<file path="src/rtl/matrix_frame_rx.sv">
// Oversampled SPI frame receiver. It commits a FRAME_BITS-bit frame to matrix only if exactly FRAME_BITS bits arrived.
// Optional SDO_ECHO_EN adds an sdo port that echoes the committed frame back while the next frame is shifted in.
module matrix_frame_rx #(
  parameter int unsigned FRAME_BITS  = 128,
  parameter int unsigned SYNC_STAGES = 2
) (
  input  logic                  clk,
  input  logic                  reset,
  input  logic                  sck,
  input  logic                  sdi,
  input  logic                  load,
  output logic [FRAME_BITS-1:0] matrix,
  output logic                  frame_valid,
  output logic                  frame_error,
  output logic                  busy
`ifdef SDO_ECHO_EN
  ,
  output logic                  sdo
`endif
);

  localparam int unsigned CW = $clog2(FRAME_BITS + 2);
  localparam int unsigned FW = $clog2(SYNC_STAGES + 1);
  localparam logic [CW-1:0] CNT_FULL = CW'(FRAME_BITS);
  localparam logic [CW-1:0] CNT_OVER = CW'(FRAME_BITS + 1);
  localparam logic [FW-1:0] FILL_MAX = FW'(SYNC_STAGES);

  typedef enum logic [1:0] {
    IDLE,
    SHIFT,
    COMMIT,
    ERROR
  } state_t;

  state_t state_q, state_d;

  logic [SYNC_STAGES-1:0] sck_sync, sdi_sync, load_sync;
  logic                   sck_s, sdi_s, load_s, sck_prev;
  logic                   sck_rise, sck_fall;
  logic [FW-1:0]          fill;
  logic                   armed;
  logic [CW-1:0]          bit_cnt;
  logic [FRAME_BITS-1:0]  shadow;
  logic                   shift_en, cnt_clr, commit, reject;

  assign sck_s    = sck_sync[SYNC_STAGES-1];
  assign sdi_s    = sdi_sync[SYNC_STAGES-1];
  assign load_s   = load_sync[SYNC_STAGES-1];
  assign sck_rise = sck_s & ~sck_prev;
  assign sck_fall = ~sck_s & sck_prev;
  assign busy     = (state_q != IDLE);

  always_ff @(posedge clk or posedge reset) begin
    if (reset) begin
      sck_sync  <= '0;
      sdi_sync  <= '0;
      load_sync <= '0;
      sck_prev  <= 1'b0;
    end else begin
      sck_sync  <= {sck_sync[SYNC_STAGES-2:0], sck};
      sdi_sync  <= {sdi_sync[SYNC_STAGES-2:0], sdi};
      load_sync <= {load_sync[SYNC_STAGES-2:0], load};
      sck_prev  <= sck_s;
    end
  end

  // The reset-zeroed synchronizer must fill with real samples before a low load_s counts as
  // "load seen low". This keeps a load held high through reset from restarting mid-frame.
  always_ff @(posedge clk or posedge reset) begin
    if (reset) begin
      fill  <= '0;
      armed <= 1'b0;
    end else begin
      if (fill != FILL_MAX) fill <= fill + 1'b1;
      if (fill == FILL_MAX && !load_s) armed <= 1'b1;
    end
  end

  always_ff @(posedge clk or posedge reset) begin
    if (reset) state_q <= IDLE;
    else       state_q <= state_d;
  end

  always_comb begin
    state_d  = state_q;
    shift_en = 1'b0;
    cnt_clr  = 1'b0;
    commit   = 1'b0;
    reject   = 1'b0;
    unique case (state_q)
      IDLE: begin
        if (load_s && armed) begin
          state_d = SHIFT;
          cnt_clr = 1'b1;
        end
      end
      SHIFT: begin
        // A falling load takes priority over a coincident sck rise.
        if (!load_s) state_d = (bit_cnt == CNT_FULL) ? COMMIT : ERROR;
        else if (sck_rise) shift_en = 1'b1;
      end
      COMMIT: begin
        commit  = 1'b1;
        state_d = IDLE;
      end
      ERROR: begin
        reject  = 1'b1;
        state_d = IDLE;
      end
      default: state_d = IDLE;
    endcase
  end

  always_ff @(posedge clk or posedge reset) begin
    if (reset) begin
      bit_cnt     <= '0;
      shadow      <= '0;
      matrix      <= '0;
      frame_valid <= 1'b0;
      frame_error <= 1'b0;
    end else begin
      frame_valid <= commit;
      frame_error <= reject;
      if (cnt_clr) begin
        bit_cnt <= '0;
      end else if (shift_en) begin
        shadow <= {shadow[FRAME_BITS-2:0], sdi_s};
        if (bit_cnt != CNT_OVER) bit_cnt <= bit_cnt + 1'b1;
      end
      if (commit) matrix <= shadow;
    end
  end

`ifdef SDO_ECHO_EN
  logic [FRAME_BITS-1:0] echo;

  always_ff @(posedge clk or posedge reset) begin
    if (reset) begin
      echo <= '0;
      sdo  <= 1'b0;
    end else if (cnt_clr) begin
      echo <= matrix;
    end else if (state_q == SHIFT && sck_fall) begin
      sdo  <= echo[FRAME_BITS-1];
      echo <= {echo[FRAME_BITS-2:0], 1'b0};
    end
  end
`endif

endmodule

</file>
<file path="config.mk">
export PLATFORM = sky130hd
export DESIGN_NAME = matrix_frame_rx
export DESIGN_NICKNAME = d
export VERILOG_FILES = /design/src/rtl/matrix_frame_rx.sv
export SDC_FILE = /design/constraint.sdc
export NUM_CORES = 1
export LEC_CHECK = 0
export ABC_AREA = 1
export BUFFER_PORTS_ARGS = -buffer_cell sky130_fd_sc_hd__clkbuf_2
export CORE_ASPECT_RATIO = 1.5
export CORE_UTILIZATION = 57
export CTS_CLUSTER_DIAMETER = 60
export DETAILED_ROUTE_END_ITERATION = 16
export HOLD_SLACK_MARGIN = 0.03
export PLACE_DENSITY = 0.79
export SLEW_MARGIN = 5
export SYNTH_ARGS = -nofsm -noshare
export SYNTH_HDL_FRONTEND = slang
export SYNTH_SLANG_ARGS = --single-unit
</file>
<file path="constraint.sdc">
create_clock -name clk -period 8.7 [get_ports clk]
set_clock_uncertainty 0.15 [all_clocks]
set_input_delay 0 -clock clk [delete_from_list [all_inputs] [get_ports clk]]
set_output_delay 0 -clock clk [all_outputs]
set_load 0.01 [all_outputs]
</file>
# Word-level counts from Yosys, hierarchy flattened
# Index checks and enable logic that the tools add are counted.
# word_totals
regBits	278
input_bits	5
elab_cells	51
# op_classes
addsub	2
n_eq_ne	9
muxes	14
n_bitwise	3
reduce_logical	11
# op_table
cell	n
8-bit 2-to-1 mux	3
8-bit by 1-bit adder with 8-bit output (second input constant)	1
8-bit equality test (second input constant)	1
1-bit 2-to-1 mux	8
8-bit != test (second input constant)	1
2-bit equality test (second input constant)	3
2-bit != test (second input constant)	3
2-bit case mux with 3 select lines	1
2-bit AND reduction	3
2-bit nonzero test	3
2-bit 2-to-1 mux	2
2-bit by 1-bit adder with 2-bit output (second input constant)	1
2-bit by 1-bit equality test with 1-bit output (second input constant)	1
1-bit logical AND	2
2-bit zero test	1
1-bit NOT	2
2-bit OR reduction	1
1-bit bitwise AND	1
1-bit zero test	1

# Logic depth before layout (Yosys ltp)
# logic_depth
depth_word	7
mapped_depth	8

# Least setup slack after synthesis
# OpenSTA, ideal clock, no wires.
# synth_path
kind	register to register
startpoint	register bit_cnt[1]
endpoint	register bit_cnt[7]
t_arrival_ns	1.083
slack_ns	7.335
path_stages_with_launch	8
path_buffers	0
period_less_slack_ns	1.365
cell_sequence	dfrtp_1 -> inv_1 -> ha_1 -> inv_1 -> nor2_1 -> nand3_1 -> nand2_1 -> o21ai_0
# synth_between
elab_chain_cells	4
# synth_rtl
element	line_no	source
start, declared	42	logic [CW-1:0] bit_cnt;
start signal, assigned	128	if (bit_cnt != CNT_OVER) bit_cnt <= bit_cnt + 1'b1;
8-bit by 1-bit adder with 8-bit output	128	
8-bit 2-to-1 mux	128	
8-bit 2-to-1 mux	126	end else if (shift_en) begin
8-bit 2-to-1 mux	124	if (cnt_clr) begin
# Parallel ways exist; a longest one is shown, timed or not. The select of a mux whose other input is x is not followed.
# A chain may end at the register's enable or synchronous reset.

# Worst setup path after layout
# layout_path
startpoint	register state_q[1]
endpoint	register matrix[53]
# layout_between
elab_chain_cells	2
# layout_rtl
element	line_no	source
start, declared	35	state_t state_q, state_d;
start signal, assigned	81	else state_q <= state_d;
2-bit equality test	90	unique case (state_q)
1-bit 2-to-1 mux	90	
named net commit	44	logic shift_en, cnt_clr, commit, reject;
end signal, assigned	130	if (commit) matrix <= shadow;
end, declared	12	output logic [FRAME_BITS-1:0] matrix,
# The timed path passes the listed nets, and every way through them passes these cells.

==> run_results.csv <==
group,metric,value,unit
clocking,h-tree-depth,1,
sta,rsz0062_at_grt,"false",
critical_path,r2r_cells,5,
yosys,ys_warn_count,0,
sta,clock.fmax,0.374,GHz
detailed_routing,dr.pass1.iters,4,
power_and_ir_drop,p_seq_frac,0.538,
detailed_routing,via_per_inst,5.02,
critical_path,critical-path-slowest-cell,"buf_4",
yosys,yosys.area_share.adder,0.00473,
run_status,status,"finished clean",
yosys,syn_area,0.0106,mm2
detailed_routing,routed_wl,18900,um
detailed_routing,drt-initial-drc-count,521,
yosys,ys_types,22,
placement,hpwl,11800,um
layout,syn2layout_area_growth,13.2,%
clocking,hold_buffers,7,
yosys,synth-seq-cells,278,
power_and_ir_drop,p_switching,589,uW
critical_path,max_stage_delay,0.92,ns
critical_path,critPathTopFamily,"buffers and inverters",
power_and_ir_drop,vdd_drop_max,165,uV
power_and_ir_drop,internal_power,1910,uW
power_and_ir_drop,p_comb_frac,0.066,
detailed_routing,ant_nets,0,
yosys,synth_top_family_by_area,"compound AO/OA/AOI/OAI gates",
layout,fillCellCount,1451,
sta,layout_setup_ws,6.02,ns
sta,fin_setup_tns,0,ns
critical_path,endpoint_kind,"register",
global_route,overflow,0,
yosys,avgSynthCellArea,9.81,um2
placement,place_congestion,0.776,
critical_path,path_cells,"inv_2, nor2_2, inv_6, buf_4, o21ai_0",
hold_path,min_path_type,"primary input to async pin",
detailed_routing,vias,7165,
run,cap_violations,0,
layout,final_cells,1426,
yosys,synth_enable_flop_cells,0,
placement,dpl_cell_area,0.0112,mm2
clocking,cts_tree,"yes",
placement,io_buffers,135,
clocking,clock_latency,0.50,ns
critical_path,cp-start-kind,"register",
clocking,cts_setup_buffers,0,
sta,layout_min_cycle_time,2.68,ns
critical_path,critPathRequiredTime,8.88,ns
placement,dp_cells,1378,
die,fp.dieH,169,um
yosys,ys_async_sr_fraction,1.00,
clocking,cts-resized-gates,0,
yosys,synth.area.mux_share,0,
die,core,0.0180,mm2
global_route,antenna_found_initial,0,
die,pin_count,136,
global_route,grt_pass1_wl,32300,um
yosys,synth-simple-area-share,0.119,
sta,fin_crit_sh,0.308,
layout,drive_above_1_share,0.148,
clocking,cts_buffers,25,
sta,finalSetupViolCount,0,
yosys,synth-compound-area-share,0.124,
critical_path,critPathKind,"register to register",
clocking,cts.sink_count,278,
yosys,ys_seq_area_frac,0.658,
sta,hold_viol,0,
sta,max-slew-margin-rel,0.225,
critical_path,worstPathArrival,2.85,ns
layout,layout.nets,1204,
clocking,path_clk_slew,0.06,ns
yosys,synth_fp_nets,1087,
die,initial_core_util,0.587,
critical_path,cp.depth,5,
global_route,grt_pass1_vias,6920,
sta,hold_slack,0.102,ns
yosys,synthFlopType,"dfrtp_1",
power_and_ir_drop,power_density,209,mW/mm2
clocking,cts.path.max_buffers,3,
critical_path,crit_buf_inv,3,
layout,design_area,0.0120,mm2
power_and_ir_drop,clkPwrFrac,0.396,
die,die_area,0.0191,mm2
sta,slew_viol_final,0,
power_and_ir_drop,p_leak,0.00579,uW
yosys,synth_xor_area_frac,0.00331,
detailed_routing,drcViolationCount,0,
placement,place_ws,5.99,ns
layout,diodes,0,
clocking,clockRootBuffer,"clkbuf_16",
die,rows,60,
yosys,synthCells,1078,
detailed_routing,wl_per_cell,13.2,um
power_and_ir_drop,swShare,0.236,
sta,tightestPinTransition,1.16,ns
die,die_x,113,um
global_route,grt_use_total,0.207,
critical_path,path_max_fanout,136,
global_route,grt_max_degree,145,
## per-stage QoR
step	utilization	power (uW)
floorplan	-	1500
global placement	0.620	1530
detailed placement	0.620	1530
CTS	0.664	2530
global route	0.664	2610
finish	0.664	2500
## power by group through the flow
stage | combinational, uW | clock [uW] | sequential [uW]
2_1_floorplan | 138 | 0 | 1370
3_3_place_gp | 160 | 0 | 1370
3_5_place_dp | 164 | 0 | 1370
4_1_cts | 168 | 1020 | 1350
5_1_grt | 190 | 1070 | 1350
6_report | 164 | 992 | 1350
## area by class of cell
cell class                 instances  area, um2  area share
clock buffer                      38        704      0.0588
clock inverter                     3       21.3     0.00178
inverter                         150        576      0.0481
multi-input combinational        593       2660       0.222
sequential                       278       6960       0.581
tap                              217        272      0.0227
timing repair buffer             147        783      0.0654
## worst reg2reg max path, stage by stage (launching register included)
cell and delay (ns):
dfrtp_1 0.41, inv_2 0.09, nor2_2 0.07, inv_6 0.50
buf_4 0.92, o21ai_0 0.36
## worst paths after layout
path	startpoint	endpoint	slack (ns)
setup / recovery	state_q[1]$_DFFE_PP0P_	matrix[53]$_DFFE_PP0P_	6.02
setup reg to reg	state_q[1]$_DFFE_PP0P_	matrix[53]$_DFFE_PP0P_	6.02
min in group clk	sdi_sync[0]$_DFF_PP0_	sdi_sync[1]$_DFF_PP0_	0.21
max in group asynchronous	reset	shadow[11]$_DFFE_PP0P_	6.15
hold / removal	reset	matrix[91]$_DFFE_PP0P_	0.10
hold reg to reg	sdi_sync[0]$_DFF_PP0_	sdi_sync[1]$_DFF_PP0_	0.21
## per-layer routing
layer	GRT usage	vias to the layer above	wire length, um
li1	-	3586	-
met1	0.282	3415	8360
met2	0.350	128	9450
met3	0.0286	36	637
met4	0.0566	0	421
met5	0	-	0
## flip-flops by register name, summed over array words and instances, names as in the netlist, 2 cells and up
| register | flops |
|---|---|
| sdi_sync | 2 |
| load_sync | 2 |
| state_q | 2 |
| sck_sync | 2 |
| shadow | 128 |
| fill | 2 |
| bit_cnt | 8 |
| matrix | 128 |
## cell families (layout without fill, tap and decap cells)
group           count (synthesis)  count (layout)
simple gates                  323             323
fa+ha+maj                       4               4
xor+xnor                        4               4
flops                         278             278
buf+inv                       207             338
compound gates                262             262
## cells in the mapped netlist, types with 2 or more instances
library cell	count	area (um2)
nor2_1	14	52.6
xor2_1	3	26.3
buf_6	15	169
nor2_4	2	22.5
clkbuf_2	11	55.1
nor3_1	4	20.0
inv_1	148	556
buf_4	9	67.6
o21ai_0	172	861
inv_2	2	7.51
ha_1	4	50.1
o21ai_1	89	445
nand3_1	13	65.1
clkbuf_1	2	7.51
buf_2	20	100
nand2_1	287	1080
dfrtp_1	278	6960
## cell usage in the layout, fill, tap and decap left out, drive strengths merged
| master | Yosys | routed |
|---|---|---|
| ha | 4 | 4 |
| o21ai | 261 | 261 |
| buf | 44 | 5 |
| nand2 | 288 | 288 |
| dlygate4sd3 | 0 | 7 |
| inv | 150 | 150 |
| o21bai | 1 | 1 |
| nand3 | 14 | 14 |
| clkbuf | 13 | 173 |
| dfrtp | 278 | 278 |
| xor2 | 3 | 3 |
| xnor2 | 1 | 1 |
| clkinv | 0 | 2 |
| nor2 | 17 | 17 |
| nor3 | 4 | 4 |
| clkinvlp | 0 | 1 |
(Power assumes the default switching activity.)
